<file path="config.mk">
export PLATFORM = sky130hd
export DESIGN_NAME = spi_crc_arbiter
export DESIGN_NICKNAME = d
export VERILOG_FILES = /design/src/rtl/spi_crc_arbiter.sv
export SDC_FILE = /design/constraint.sdc
export NUM_CORES = 1
export LEC_CHECK = 0
export BUFFER_PORTS_ARGS = -buffer_cell sky130_fd_sc_hd__buf_4
export CAP_MARGIN = 20
export CORE_AREA = 2 2 59 61
export DETAILED_ROUTE_END_ITERATION = 10
export DIE_AREA = 0 0 61 63
export PLACE_DENSITY_LB_ADDON = 0.25
export SLEW_MARGIN = 25
export SYNTH_ARGS = -nofsm -noshare
export SYNTH_HDL_FRONTEND = slang
export SYNTH_SLANG_ARGS = --single-unit
export TNS_END_PERCENT = 10
</file>
<file path="constraint.sdc">
create_clock -name clk -period 2.6 [get_ports clk]
set_input_delay 0.52 -clock clk [delete_from_list [all_inputs] [get_ports clk]]
set_output_delay 0.52 -clock clk [all_outputs]
set_load 0.01 [all_outputs]
</file>
<file path="src/rtl/spi_crc_arbiter.sv">
// Round-robin arbiter that lets N_REQ requesters share one SPI link with CRC-checked frames.
// Define SPI_CRC_RETRY_EN to retransmit a byte up to MAX_RETRY times after a CRC error.
module spi_crc_arbiter #(
    parameter int N_REQ     = 4,
    parameter int MAX_RETRY = 3,
    parameter int TIMEOUT   = 1023,
    localparam int GW       = $clog2(N_REQ)
) (
    input  logic               clk,
    input  logic               rst,
    input  logic [N_REQ-1:0]   req,
    input  logic [8*N_REQ-1:0] din_flat,
    output logic [N_REQ-1:0]   ack,
    output logic [N_REQ-1:0]   nack,
    output logic [GW-1:0]      grant_id,
    output logic               busy,
    output logic               newd,
    output logic [7:0]         dout,
    input  logic               done_sending,
    input  logic               done_receiving,
    input  logic               err
);

    localparam int TW = $clog2(TIMEOUT + 1);

    typedef enum logic [2:0] {
        IDLE,
        ARB,
        LAUNCH,
        WAIT_TX,
        WAIT_RX,
        CHECK,
        DONE
    } state_t;

    state_t          state;
    state_t          state_nxt;
    logic [GW-1:0]   rr_ptr;
    logic [GW-1:0]   arb_idx;
    logic            arb_found;
    logic [TW-1:0]   tcnt;
    logic            timed_out;
    logic            err_q;

    function automatic logic [GW-1:0] wrap_idx(input logic [GW-1:0] base, input int off);
        int s;
        s = (int'(base) + off) % N_REQ;
        return s[GW-1:0];
    endfunction

    // Scan downwards so the candidate closest to rr_ptr is the one left standing.
    always_comb begin
        arb_found = 1'b0;
        arb_idx   = '0;
        for (int i = N_REQ - 1; i >= 0; i--) begin
            if (req[wrap_idx(rr_ptr, i)]) begin
                arb_found = 1'b1;
                arb_idx   = wrap_idx(rr_ptr, i);
            end
        end
    end

    assign timed_out = (tcnt == TW'(TIMEOUT));

`ifdef SPI_CRC_RETRY_EN
    localparam int RW = (MAX_RETRY > 0) ? $clog2(MAX_RETRY + 1) : 1;

    logic [RW-1:0] retry_cnt;
    logic          can_retry;

    assign can_retry = (retry_cnt < RW'(MAX_RETRY));

    always_ff @(posedge clk or negedge rst) begin
        if (!rst) begin
            retry_cnt <= '0;
        end else if (state == ARB) begin
            retry_cnt <= '0;
        end else if (state == CHECK && err_q && can_retry) begin
            retry_cnt <= retry_cnt + RW'(1);
        end
    end
`else
    logic unused_max_retry;
    assign unused_max_retry = (MAX_RETRY != 0);
`endif

    always_ff @(posedge clk or negedge rst) begin
        if (!rst) begin
            state <= IDLE;
        end else begin
            state <= state_nxt;
        end
    end

    always_comb begin
        state_nxt = state;
        newd      = 1'b0;
        ack       = '0;
        nack      = '0;
        busy      = (state != IDLE);
        case (state)
            IDLE: begin
                if (|req) state_nxt = ARB;
            end
            ARB: begin
                // Request withdrawn between IDLE sample and arbitration: nothing to launch.
                state_nxt = arb_found ? LAUNCH : IDLE;
            end
            LAUNCH: begin
                newd      = 1'b1;
                state_nxt = WAIT_TX;
            end
            WAIT_TX: begin
                if (timed_out) begin
                    nack[grant_id] = 1'b1;
                    state_nxt      = DONE;
                end else if (done_sending) begin
                    state_nxt = WAIT_RX;
                end
            end
            WAIT_RX: begin
                if (timed_out) begin
                    nack[grant_id] = 1'b1;
                    state_nxt      = DONE;
                end else if (done_receiving) begin
                    state_nxt = CHECK;
                end
            end
            CHECK: begin
                if (!err_q) begin
                    ack[grant_id] = 1'b1;
                    state_nxt     = DONE;
`ifdef SPI_CRC_RETRY_EN
                end else if (can_retry) begin
                    state_nxt = LAUNCH;
`endif
                end else begin
                    nack[grant_id] = 1'b1;
                    state_nxt      = DONE;
                end
            end
            DONE: begin
                state_nxt = IDLE;
            end
            default: begin
                state_nxt = IDLE;
            end
        endcase
    end

    // Grant, byte and pointer are latched only in ARB so they hold for the whole transfer.
    always_ff @(posedge clk or negedge rst) begin
        if (!rst) begin
            grant_id <= '0;
            dout     <= '0;
            rr_ptr   <= '0;
            tcnt     <= '0;
            err_q    <= 1'b0;
        end else begin
            if (state == ARB && arb_found) begin
                grant_id <= arb_idx;
                dout     <= din_flat[{arb_idx, 3'b000} +: 8];
                rr_ptr   <= wrap_idx(arb_idx, 1);
            end
            if (state == LAUNCH) begin
                tcnt <= '0;
            end else if (state == WAIT_TX || state == WAIT_RX) begin
                tcnt <= tcnt + TW'(1);
            end
            if (state == WAIT_RX && done_receiving) begin
                err_q <= err;
            end
        end
    end

endmodule

</file>
# == Word level (Yosys, flattened, before mapping) ==
# Cells that the tools add are included.
# totals
ram_bits,0
latch_bits,0
mem_bits_ro,0
n_memories,0
wordCells,70
regBits,26
output_inout_bits,20
# classes
div,0
muxes,33
magnitude_cmp,6
bitwise_logic,0
add_sub_neg,5
multipliers,0
n_shift,1
n_reduce_logical,10
n_eq_ne,9
# op_table
operator,count
$shiftx 32x6->8,1
$mux 10,2
$pmux 3 s6,1
$mux 4,4
$lt 2x3->1 const B,5
$mux 3,5
$add 10x1->10 const B,1
$eq 10x10->1 const B,1
$mux 1,10
$mux 2,5
$bmux 1 s2,4
$pmux 4 s2,1
$eq 3x2->1 const B,2
$eq 3x3->1 const B,2
$ne 3x3->1 const B,2
$add 2x1->2 const B,2
$add 2x2->2 const B,2
$reduce_or 4->1,1
$eq 3x1->1 const B,1
$logic_and 1x1->1,3
$logic_not 3->1,1
$reduce_and 3->1,1
$reduce_bool 3->1,1
$demux 1 s2,1
other kinds (5),5

# == Depth between registers and ports, before layout ==
# Gate-level depths: netlist of run 1.
# logic_depth
depth_word,9
mapped_depth,6
ltp_nobuf,6

# == Worst setup path before layout of run 1 ==
# OpenSTA, ideal clock, no wires.
# synth_timing
path_kind,reg2out
from,register tcnt[0]
to,output port nack[0]
t_required_ps,2080
slack_ps,564
stages_incl_launch_ff,7
t_arrival_ps,1516
n_path_buf,0
path_cell_list,dfrtp_1 > ha_1 > nand2_1 > nor3_2 > mux2_2 > a21oi_1 > nor3_1
# synth_via
elab_chain_len,3
# synth_lines
element,line,text
"start, declared",41,logic [TW-1:0] tcnt;
"start signal, assigned",168,tcnt <= tcnt + TW'(1);
$eq 10x10->1,63,assign timed_out = (tcnt == TW'(TIMEOUT));
$mux 4,"114, 122",
$pmux 4 s2,101,case (state)
"end, declared",14,"output logic [N_REQ-1:0] nack,"
# No other way between the ends.

# == Worst setup path after layout of run 1 ==
# layout_timing
from,register tcnt[0]
to,output port nack[3]
# Same word-level chain as after synthesis.

==> results.cfg, run 1 <==
[status]
status = complete, no violations

[sta]
setup_ws_ns = 0.174
fin_skew_ns = 0.00283
rsz0062_at_grt = false
fmax_ghz = 0.412
fin_crit_ns = 2.43
setup_viol = 0
tightest_slew_ns = 0.609
setup_tns_ns = 0
max_slew_margin = 0.594
final.period_utilization = 0.933
slew_violations = 0
hold_viol = 0

[yosys]
ys_types = 41
synth_edf_count = 0
yosysMostFrequentCell = nand2_1
yosys.area.top_type_share = 0.396
synth-seq-cells = 26
syn_inst = 190
synth_ff_type = dfrtp_1
syn_area_per_cell_um2 = 8.64
synth_common_cells = nand2_1 (28), dfrtp_1 (26), nor2_1 (15)
syn_area_mm2 = 0.00164
synthArstFlopShare = 1.00
yosysSeqAreaShare = 0.396
ys_warn_count = 0
syn_nets = 232
yosysTopAreaCell = dfrtp_1
synth_area_leaders = dfrtp_1 (40%), mux2i_1 (6.7%), nand2_1 (6.4%), a211o_1 (4.3%), o211ai_1 (4.1%)

[routing]
num_vias = 1643
post_drt_wl_per_cell_um = 13.4
routed_wl_um = 3990
drcViolationCount = 0
drt_iter0_drc = 82
first_pass_iters = 4
ant_nets = 0
routed_via_density = 5.53

[clock_network]
cts_max_level = 1
cts_buffers = 3
cts_tree = done
postCtsResizedCells = 0
clock_sinks = 26
post_cts_buffers = 0
insertion_delay_ns = 0.32
path_clk_slew_ns = 0.14
hold_buffers = 0
clock-root-buffer = clkbuf_4
cts.path.max_buffers = 2

[finish]
antenna_cells = 0
finalNonFillerCells = 297
drive_above_1_share = 0.299
fill_cells = 279
final_area_mm2 = 0.00219
fin_nets = 294
multi_input_area_um2 = 956
final-seq-area_um2 = 651
area_growth_syn_to_layout_pct = 33.3

[floorplanning]
start_util = 0.508
core_mm2 = 0.00323
dieArea_mm2 = 0.00384
die_h_um = 63
rows = 21
io_pins = 61
die-width_um = 61

[power_and_ir_drop]
p_switching_w = 0.000854
leakage_nw = 1.02
power_per_cell_area_mw_per_mm2 = 903
peakVddDrop_mv = 0.488
clkPwrFrac = 0.105
total_power_w = 0.00198
pwr-share-comb = 0.536
p_sw_frac = 0.432
seqPwrFrac = 0.359
p_int_w = 0.00112

[global_routing]
grt-busiest-layer = met2
grt-ovfl-total = 0
grtUsageMet2 = 0.363
grt.total_usage = 0.212
use_met1 = 0.272
grt_pass1_vias = 1481
grt_pass1_wl_um = 6380
grt_max_degree = 27
antenna_found_initial = 0
use_met3 = 0.0414

[place]
place_inst = 293
place.gp.congestion = 0.813
port_buffers = 60
place_area_mm2 = 0.00214
dp_slack_ns = 0.421
place_hpwl_um = 2990

[hold_path]
hold_class = in2async

[setup_path]
reg2regPathDepth = 5
path_class = reg2out
crit_required_ns = 2.08
crit_arrival_ns = 1.91
end_kind = output pin
ff2ff_setup_slack_ns = 0.75
regToRegStartpoint = state[2]$_DFFE_PN0P_
reg2reg_to = dout[1]$_DFFE_PN0P_
crit_path_max_fanout = 5
cp-start-kind = flop

[run]
max_cap_violations = 0
-- routing by layer --
metal  vias to the layer above  share of wire
met5                         -              0
met4                         0         0.0033
met3                         2          0.070
met2                        68           0.50
met1                       747           0.43
li1                        826              -
-- registers in the layout (all words and copies together), names as in the netlist --
signal / cells
grant_id: 2
state: 3
err_q: 1
rr_ptr: 2
tcnt: 10
dout: 8
-- cells by family after synthesis --
family / share of synthesized area
compound gates: 0.224
xor+xnor: 0.0160
fa+ha+maj: 0.00762
buf+inv: 0.0290
flops: 0.396
mux: 0.0808
simple gates: 0.246
-- power groups by stage --
stage / combinational, W / clock [W] / sequential, W
floorplan: 0.000705 / 0 / 0.000705
global placement: 0.00104 / 0 / 0.000707
detailed placement: 0.00106 / 0 / 0.000711
CTS: 0.00107 / 0.000210 / 0.000705
global route: 0.00118 / 0.000227 / 0.000732
finish: 0.00106 / 0.000207 / 0.000710
-- stage by stage --
stage | utilization | hold WS, ns
2_1_floorplan | - | 0.224
3_3_place_gp | 0.662 | 0.440
3_5_place_dp | 0.662 | 0.453
4_1_cts | 0.673 | 0.0921
5_1_grt | 0.677 | 0.0935
6_report | 0.677 | 0.0847
-- layout by cell type (no fill, tap or decap), drive strengths merged, types with 2 or more instances in the layout --
cell type / n
o21a: 2
a211o: 8
clkbuf: 4
dfrtp: 26
a21oi: 9
nor3: 8
nand4: 2
buf: 63
nand2b: 6
mux2i: 11
inv: 4
nand2: 28
mux2: 2
nand3: 13
o21ai: 19
or3: 2
o211ai: 9
nor2: 16
nand3b: 2
xnor2: 2
-- worst max path at each step --
stage,start,end
CTS,tcnt[0]$_DFFE_PN0P_,nack[3]
finish,tcnt[0]$_DFFE_PN0P_,nack[3]
global placement,tcnt[0]$_DFFE_PN0P_,nack[1]
global route,tcnt[0]$_DFFE_PN0P_,nack[3]
detailed placement,tcnt[0]$_DFFE_PN0P_,nack[3]
floorplan,tcnt[0]$_DFFE_PN0P_,nack[0]
-- critical path, stage by stage, from the launching register on --
cell,delay [ns]
dfrtp_1,0.44
ha_1,0.25
nand2_2,0.14
nor3_4,0.06
mux2_2,0.28
a21oi_2,0.20
nor2_1,0.08
buf_4,0.14
-- final cells by class --
cell class | count | share of cell area
Tap cell | 46 | 0.0263
Multi-Input combinational cell | 154 | 0.437
Inverter | 4 | 0.00686
Sequential cell | 26 | 0.297
Timing Repair Buffer | 63 | 0.216
Clock buffer | 4 | 0.0166
(Power assumes the default switching activity.)
==> run 2, diff against run 1 <==
Settings changed: CORE_AREA 2 2 59 61 to 2 2 65 67, DIE_AREA 0 0 61 63 to 0 0 67 69.
Clock period 2.6 ns to 1.95 ns, I/O delays scaled along.
==> results.cfg, run 2 (synthesis gave the netlist of run 1 again) <==
[setup_path]
reg2regPathDepth = 7
crit_path_max_fanout = 4
startpoint = tcnt[1]$_DFFE_PN0P_
cp-start-kind = flop
path_class = reg2out
crit_arrival_ns = 1.67
end_kind = output pin
crit_required_ns = 1.56
regToRegStartpoint = state[2]$_DFFE_PN0P_

[sta]
hold_viol = 0
rsz0062_at_grt = true
setup_ws_ns = -0.111
fin_skew_ns = 0.00326
setup_tns_ns = -0.413
tightest_slew_ns = 0.437
setup_viol = 4
max_slew_margin = 0.708
hold-worst-slack_ns = 0.0227
slew_violations = 0
fin_crit_ns = 2.06
final.period_utilization = 1.06
fmax_ghz = 0.485

[global_routing]
grt_pass1_vias = 1669
grt.total_usage = 0.198
grt-ovfl-total = 0
grt_pass1_wl_um = 7290
antenna_found_initial = 0
grt_max_degree = 27

[routing]
post_drt_wl_per_cell_um = 13.6
num_vias = 1700
first_pass_iters = 5
drcViolationCount = 0
routed_wl_um = 4350
ant_nets = 0
routed_via_density = 5.33
drt_iter0_drc = 120

[power_and_ir_drop]
p_sw_frac = 0.423
seqPwrFrac = 0.327
p_switching_w = 0.00121
leakage_nw = 1.14
power_per_cell_area_mw_per_mm2 = 1200
p_int_w = 0.00165
total_power_w = 0.00287
peakVddDrop_mv = 0.559
clkPwrFrac = 0.104
pwr-share-comb = 0.569

[floorplanning]
core_mm2 = 0.00391
dieArea_mm2 = 0.00462
rows = 23
die_h_um = 69
io_pins = 61
die-width_um = 67
start_util = 0.419

[clock_network]
clock-root-buffer = clkbuf_8
cts_max_level = 1
hold_buffers = 0
cts_buffers = 3
path_clk_slew_ns = 0.09
cts.path.max_buffers = 2
cts_tree = done
insertion_delay_ns = 0.26
clock_sinks = 26

[finish]
layout_commonest_cell = buf_4
area_growth_syn_to_layout_pct = 45.5
regMostFlops = tcnt
finalNonFillerCells = 319
fin_nets = 313
final_area_mm2 = 0.00239
final_cell_mix = buf_4 (82), nand2_1 (27), dfrtp_1 (25)
reg_top3 = tcnt x10, dout x8, state x3
largest_register_ffs = 10
drive_above_1_share = 0.368
antenna_cells = 0

[status]
failed_checks = setup timing
status = finished, violations left

[place]
place_inst = 307
port_buffers = 60
place.gp.congestion = 0.799
place_area_mm2 = 0.00222
place_hpwl_um = 3180

[hold_path]
hold_class = in2async

[run]
max_cap_violations = 0
[run 2: metal layers]
layer  global-route usage  routed length [um]  up-vias
li1                     -                   -      857
met4               0.0431                  17        0
met3               0.0375                 315        2
met1                0.281                2000      772
met5                    0                   0        -
met2                0.310                2020       69
[run 2: final timing paths]
check / to / slack (ns)
max: nack[2] / -0.11
min: grant_id[1]$_DFFE_PN0P_ / 0.02
max reg2reg: tcnt[9]$_DFFE_PN0P_ / 0.06
min reg2reg: tcnt[9]$_DFFE_PN0P_ / 0.48
max in group asynchronous: state[2]$_DFFE_PN0P_ / 1.66
min in group clk: err_q$_DFFE_PN0P_ / 0.36
[run 2: critical path: stages, from the launching register on]
cell and delay [ns]:
dfrtp_1 0.40, ha_2 0.20, nand2_2 0.10, nor3_4 0.05, mux2_4 0.29, a21oi_4 0.17, nor2_1 0.06, buf_4 0.14
[run 2: metrics by stage]
step                 util  setup slack (ns)
finish              0.610            -0.111
global route        0.610            -0.162
CTS                 0.600           -0.0828
detailed placement  0.567           -0.0164
global placement    0.567            0.0344
floorplan               -            0.0442
[run 2: power by group through the flow]
stage                     Sequential, W  Clock, W  Combinational (W)
after global routing           0.000970  0.000332            0.00182
final                          0.000937  0.000297            0.00163
after global placement         0.000932         0            0.00152
after CTS                      0.000925  0.000308            0.00162
after detailed placement       0.000930         0            0.00154
after floorplan                0.000940         0           0.000940
[run 2: final cells by class]
type	count	area (um2)
multi-input cells	154	1000
inverters	4	15.0
repair buffers	82	616
flip-flops and latches	26	652
well taps	50	62.6
fillers	358	1530
clock buffers	3	41.3
[run 2: timing repair]
item / CTS / global route
pin swaps: 7 / 3
buffers inserted: 6 / 3
gates resized for setup: 10 / 3
cloned: 0 / 0
setup endpoints to repair: 4 / 6
